File: src/rtl/fifo_tx_feeder_pkg.sv
// Shared definitions for the FIFO-to-transmitter feeder: FSM encoding and default sizes.
package fifo_tx_feeder_pkg;

    typedef enum logic [1:0] {
        ST_IDLE    = 2'd0,
        ST_PULSE   = 2'd1,
        ST_WAIT_HI = 2'd2,
        ST_WAIT_LO = 2'd3
    } feeder_state_t;

    localparam int TIMEOUT_DEFAULT = 16;
    localparam int SENT_CNT_W      = 16;

endpackage

File: src/rtl/feeder_timeout_cnt.sv
// Loadable down-counter; done marks the last cycle of the timeout window.
module feeder_timeout_cnt #(
    parameter int CNT_W = 5
) (
    input  logic             rclk,
    input  logic             rrst_n,
    input  logic             load,
    input  logic [CNT_W-1:0] load_val,
    input  logic             en,
    output logic             done
);

    logic [CNT_W-1:0] cnt_reg;

    always_ff @(posedge rclk or negedge rrst_n) begin
        if (!rrst_n) begin
            cnt_reg <= '0;
        end else if (load) begin
            cnt_reg <= load_val;
        end else if (en && (cnt_reg != '0)) begin
            cnt_reg <= cnt_reg - CNT_W'(1);
        end
    end

    // Loaded with the full window length, so a value of one is the final waiting cycle.
    assign done = en && (cnt_reg == CNT_W'(1));

endmodule

File: src/rtl/fifo_tx_feeder.sv
// Pops words from a FIFO into a one-word stage and hands them to a byte transmitter
// using a send pulse followed by a busy-high / busy-low handshake with timeout.
module fifo_tx_feeder
    import fifo_tx_feeder_pkg::*;
#(
    parameter int DATA_WIDTH = 8,
    parameter int TIMEOUT    = TIMEOUT_DEFAULT
) (
    input  logic                  rclk,
    input  logic                  rrst_n,
    input  logic                  enable,
    input  logic                  rempty,
    input  logic [DATA_WIDTH-1:0] rdata,
    output logic                  rinc,
    input  logic                  tx_busy,
    output logic [DATA_WIDTH-1:0] tx_data,
    output logic                  tx_valid,
    output logic                  err_timeout,
    output logic [SENT_CNT_W-1:0] sent_cnt
);

    localparam int              TO_W    = $clog2(TIMEOUT + 1);
    localparam logic [TO_W-1:0] TO_LOAD = TO_W'(TIMEOUT);

    feeder_state_t state_reg, state_next;

    logic [DATA_WIDTH-1:0] stage_data_reg;
    logic                  stage_valid_reg;
    logic [DATA_WIDTH-1:0] tx_data_reg;
    logic                  tx_valid_reg;
    logic                  err_timeout_reg;
    logic [SENT_CNT_W-1:0] sent_cnt_reg;

    logic stage_take;
    logic to_load;
    logic to_en;
    logic to_done;
    logic err_set;

    feeder_timeout_cnt #(
        .CNT_W (TO_W)
    ) u_timeout_cnt (
        .rclk     (rclk),
        .rrst_n   (rrst_n),
        .load     (to_load),
        .load_val (TO_LOAD),
        .en       (to_en),
        .done     (to_done)
    );

    // rinc is qualified by reset so the FIFO is never popped while the feeder is held.
    always_comb begin
        stage_take = (state_reg == ST_IDLE) && stage_valid_reg && !tx_busy && enable;
        rinc       = rrst_n && enable && !rempty && (!stage_valid_reg || stage_take);
    end

    always_comb begin
        state_next = state_reg;
        to_load    = 1'b0;
        to_en      = 1'b0;
        err_set    = 1'b0;
        case (state_reg)
            ST_IDLE: begin
                if (stage_take) begin
                    state_next = ST_PULSE;
                end
            end
            ST_PULSE: begin
                to_load    = 1'b1;
                state_next = ST_WAIT_HI;
            end
            ST_WAIT_HI: begin
                to_en = 1'b1;
                if (tx_busy) begin
                    state_next = ST_WAIT_LO;
                end else if (to_done) begin
                    err_set    = 1'b1;
                    state_next = ST_IDLE;
                end
            end
            ST_WAIT_LO: begin
                if (!tx_busy) begin
                    state_next = ST_IDLE;
                end
            end
            default: state_next = ST_IDLE;
        endcase
    end

    always_ff @(posedge rclk or negedge rrst_n) begin
        if (!rrst_n) begin
            state_reg       <= ST_IDLE;
            stage_data_reg  <= '0;
            stage_valid_reg <= 1'b0;
            tx_data_reg     <= '0;
            tx_valid_reg    <= 1'b0;
            err_timeout_reg <= 1'b0;
            sent_cnt_reg    <= '0;
        end else begin
            state_reg <= state_next;
            // A pop in the same cycle as a take refills the stage back-to-back.
            if (rinc) begin
                stage_data_reg  <= rdata;
                stage_valid_reg <= 1'b1;
            end else if (stage_take) begin
                stage_valid_reg <= 1'b0;
            end
            if (stage_take) begin
                tx_data_reg <= stage_data_reg;
            end
            tx_valid_reg <= (state_next == ST_PULSE);
            if (state_reg == ST_PULSE) begin
                sent_cnt_reg <= sent_cnt_reg + SENT_CNT_W'(1);
            end
            if (err_set) begin
                err_timeout_reg <= 1'b1;
            end
        end
    end

    assign tx_data     = tx_data_reg;
    assign tx_valid    = tx_valid_reg;
    assign err_timeout = err_timeout_reg;
    assign sent_cnt    = sent_cnt_reg;

endmodule
File: config.mk
export PLATFORM = sky130hd
export DESIGN_NAME = fifo_tx_feeder
export DESIGN_NICKNAME = d
export VERILOG_FILES = /design/src/rtl/fifo_tx_feeder_pkg.sv /design/src/rtl/feeder_timeout_cnt.sv /design/src/rtl/fifo_tx_feeder.sv
export SDC_FILE = /design/constraint.sdc
export NUM_CORES = 1
export LEC_CHECK = 0
export CORE_MARGIN = 2
export CORE_UTILIZATION = 53
export CTS_CLUSTER_DIAMETER = 200
export DETAILED_ROUTE_END_ITERATION = 10
export HOLD_SLACK_MARGIN = 0.1
export PLACE_DENSITY = 0.83
export SLEW_MARGIN = 30
export SYNTH_ARGS = -nofsm -noshare
export SYNTH_HDL_FRONTEND = slang
export SYNTH_SLANG_ARGS = --single-unit
File: constraint.sdc
create_clock -name rclk -period 4.8 [get_ports rclk]
set_clock_uncertainty 0.2 [all_clocks]
set_input_delay 0.96 -clock rclk [delete_from_list [all_inputs] [get_ports rclk]]
set_output_delay 0.96 -clock rclk [all_outputs]
set_load 0.005 [all_outputs]
==> impl_metrics.ini <==
[grt]
grt_pass1_vias = 1238
grt_max_degree = 43
grt_pass1_wl_mm = 6.04
grt_usage_pct = 20.0
antenna_found_initial = 0
grt_overflow = 0

[layout]
area_growth_pct = 28.7
final_nets = 208
post-route-util_pct = 70.6
layout_commonest_cell = dfrtp_1
antenna_cells = 0
fin_area_mm2 = 0.00234
layout-drive-gt1-share_pct = 15.1
largest_reg_flops = 16
layout_common_cells = 42 x dfrtp_1, 38 x clkdlybuf4s50_1, 18 x nand2_1

[drt]
drtIter0Drc = 59
ant_nets = 0
wl_per_cell_um = 14.4
wl_mm = 3.43
drc = 0
dr_total_vias = 1253
vias_per_cell = 5.26
first_pass_iters = 4

[setup_path]
endpoint_kind = output port
crit_required_ps = 3640
crit_start = tx_busy
cp_max_fo = 9
rr_startpoint = state_reg[1]$_DFF_PN0_
crit_top_cell = clkdlybuf4s50_1
cpMaxStageDelayCell = clkdlybuf4s50_1
slowest_delay_ps = 540
rrSetupSlack_ps = 2930
worst-r2r-cell-count = 4
critPathLaunchType = input pin
arrival_ps = 2600
r2r_end = sent_cnt[12]$_DFFE_PN0P_
crit_type = input pin to output port
path_cells = clkdlybuf4s50_1, nor2_1, and3_4, o21ba_1, buf_4, clkdlybuf4s50_1

[synthesis]
yosysTopAreaCellShare_pct = 57.9
synth.cell_area_mm2 = 0.00182
netlist_instances = 145
synth_flop_cell = dfrtp_1
synthTopCellsByArea = dfrtp_1 58%, mux2_4 6.6%, xnor2_1 5.8%, mux2_2 5.0%, nand2_1 3.7%
syn-num-nets = 162
synth-seq-cells = 42
yosysSeqAreaShare_pct = 57.9
synth-edff-count = 0
syn_area_per_cell_um2 = 12.5
synth.largest_area_cell = dfrtp_1
synth_cell_types = 28
synth_warnings = 0
synthArstFlopShare_pct = 100

[worst_hold_path]
hold_depth = 1
hold_end = sent_cnt[15]$_DFFE_PN0P_
hp-start = sent_cnt[15]$_DFFE_PN0P_
hp-class = flop to flop

[sta]
setup_viol_count_final = 0
rsz0062_at_grt = no
relSlewSlack_pct = 65.7
fin_ws_ps = 1040
setup_tns_ps = 0
max_freq_ghz = 0.266
tightest_slew_ps = 511
layout_min_cycle_time_ps = 3760
finalCritPeriodShare_pct = 78.4
slew_viol_final = 0
final-hold-violation-count = 0

[cts]
cts.sinks = 42
htree_levels = 2
cts_buffers = 5
cts_resized = 0
post_cts_buffers = 0
cts.hold.buffers_added = 0
cts_tree = yes
cts_root_buf = clkbuf_4
clk_pin_slew_ps = 130
clock_path_buffers = 2
clk_latency_ps = 350

[floorplanning]
start_util_pct = 54.8
dieArea_mm2 = 0.00391
row_count = 21
io_pins = 40
die_w_um = 62.5
die_y_um = 62.5
core-area_mm2 = 0.00331

[power_and_ir_drop]
p_clk_share_pct = 18.6
p_leak_nw = 1.06
irDropWorstVdd_uv = 309
power.total_w = 0.00120
power_frac_seq_pct = 48.1
combPwrFrac_pct = 33.2
p_int_w = 0.000828
power.density_cell_area_mw_per_mm2 = 514
p_sw_share_pct = 31.0
switching_power_w = 0.000373

[placed_design]
dp_hpwl_mm = 2.46
place.gp.congestion = 0.818
post_dp_cell_area_mm2 = 0.00226
portBuffers = 39
dpl_worst_slack_ps = 1040

[flow_run]
drv_cap = 0

[outcome]
run_status = finished clean
## synthesized netlist by cell type, types with 3 or more instances
cell	number
dfrtp_1	42
ha_1	4
inv_1	6
mux2_2	8
mux2_4	8
mux2i_1	3
nand2_1	18
nand3_1	8
nand4_1	5
nor2_1	5
nor3_1	4
o21ai_0	4
xnor2_1	12
xor2_1	4
## kinds of logic after synthesis
| logic type | share of synthesized area [%] |
|---|---|
| AOI/OAI and AO/OA | 3.58 |
| and+or+nand+nor | 12.7 |
| muxes | 13.2 |
| adders and majority gates | 2.76 |
| DFF | 57.9 |
| xor gates and xnor gates | 7.72 |
| buffers and inverters | 2.14 |
## power groups by stage
stage               logic [W]  clock network [W]  registers (W)
detailed placement   0.000404                  0       0.000580
finish               0.000399           0.000224       0.000578
global route         0.000443           0.000249       0.000597
CTS                  0.000406           0.000228       0.000576
global placement     0.000385                  0       0.000571
floorplan            0.000234                  0       0.000560
## worst max-delay path by stage
stage | slack [ps] | to
floorplan | 2100 | rinc
global placement | 1060 | rinc
detailed placement | 1040 | rinc
CTS | 1030 | rinc
global route | 940 | rinc
finish | 1040 | rinc
## layout make-up
cell class / instances / area [µm²]
tap: 46 / 57.6
multi-input combinational: 95 / 726
clock inverter: 2 / 37.5
timing repair buffer: 41 / 400
sequential: 42 / 1050
clock buffer: 6 / 41.3
fill: 250 / 975
inverter: 6 / 22.5
## per-stage QoR
stage / hold WS [ps] / std cells
after floorplan: 260 / 145
after global placement: 254 / 230
after detailed placement: 265 / 230
after CTS: 284 / 238
after global routing: 297 / 238
final: 276 / 238
## routing by layer
metal | GRT usage [%] | wire length [µm] | up-vias
met4 | 5.83 | 37 | 0
li1 | - | - | 582
met1 | 23.9 | 1460 | 621
met2 | 34.1 | 1710 | 45
met3 | 7.03 | 222 | 5
met5 | 0 | 0 | -
## critical path, delay by kind of cell
family | cells | cell delay (ps)
AND/OR/NAND/NOR | 2 | 350
AO/OA/AOI/OAI | 1 | 110
buffers and inverters | 3 | 1180
Note: power is estimated with default switching activity, not from simulation.
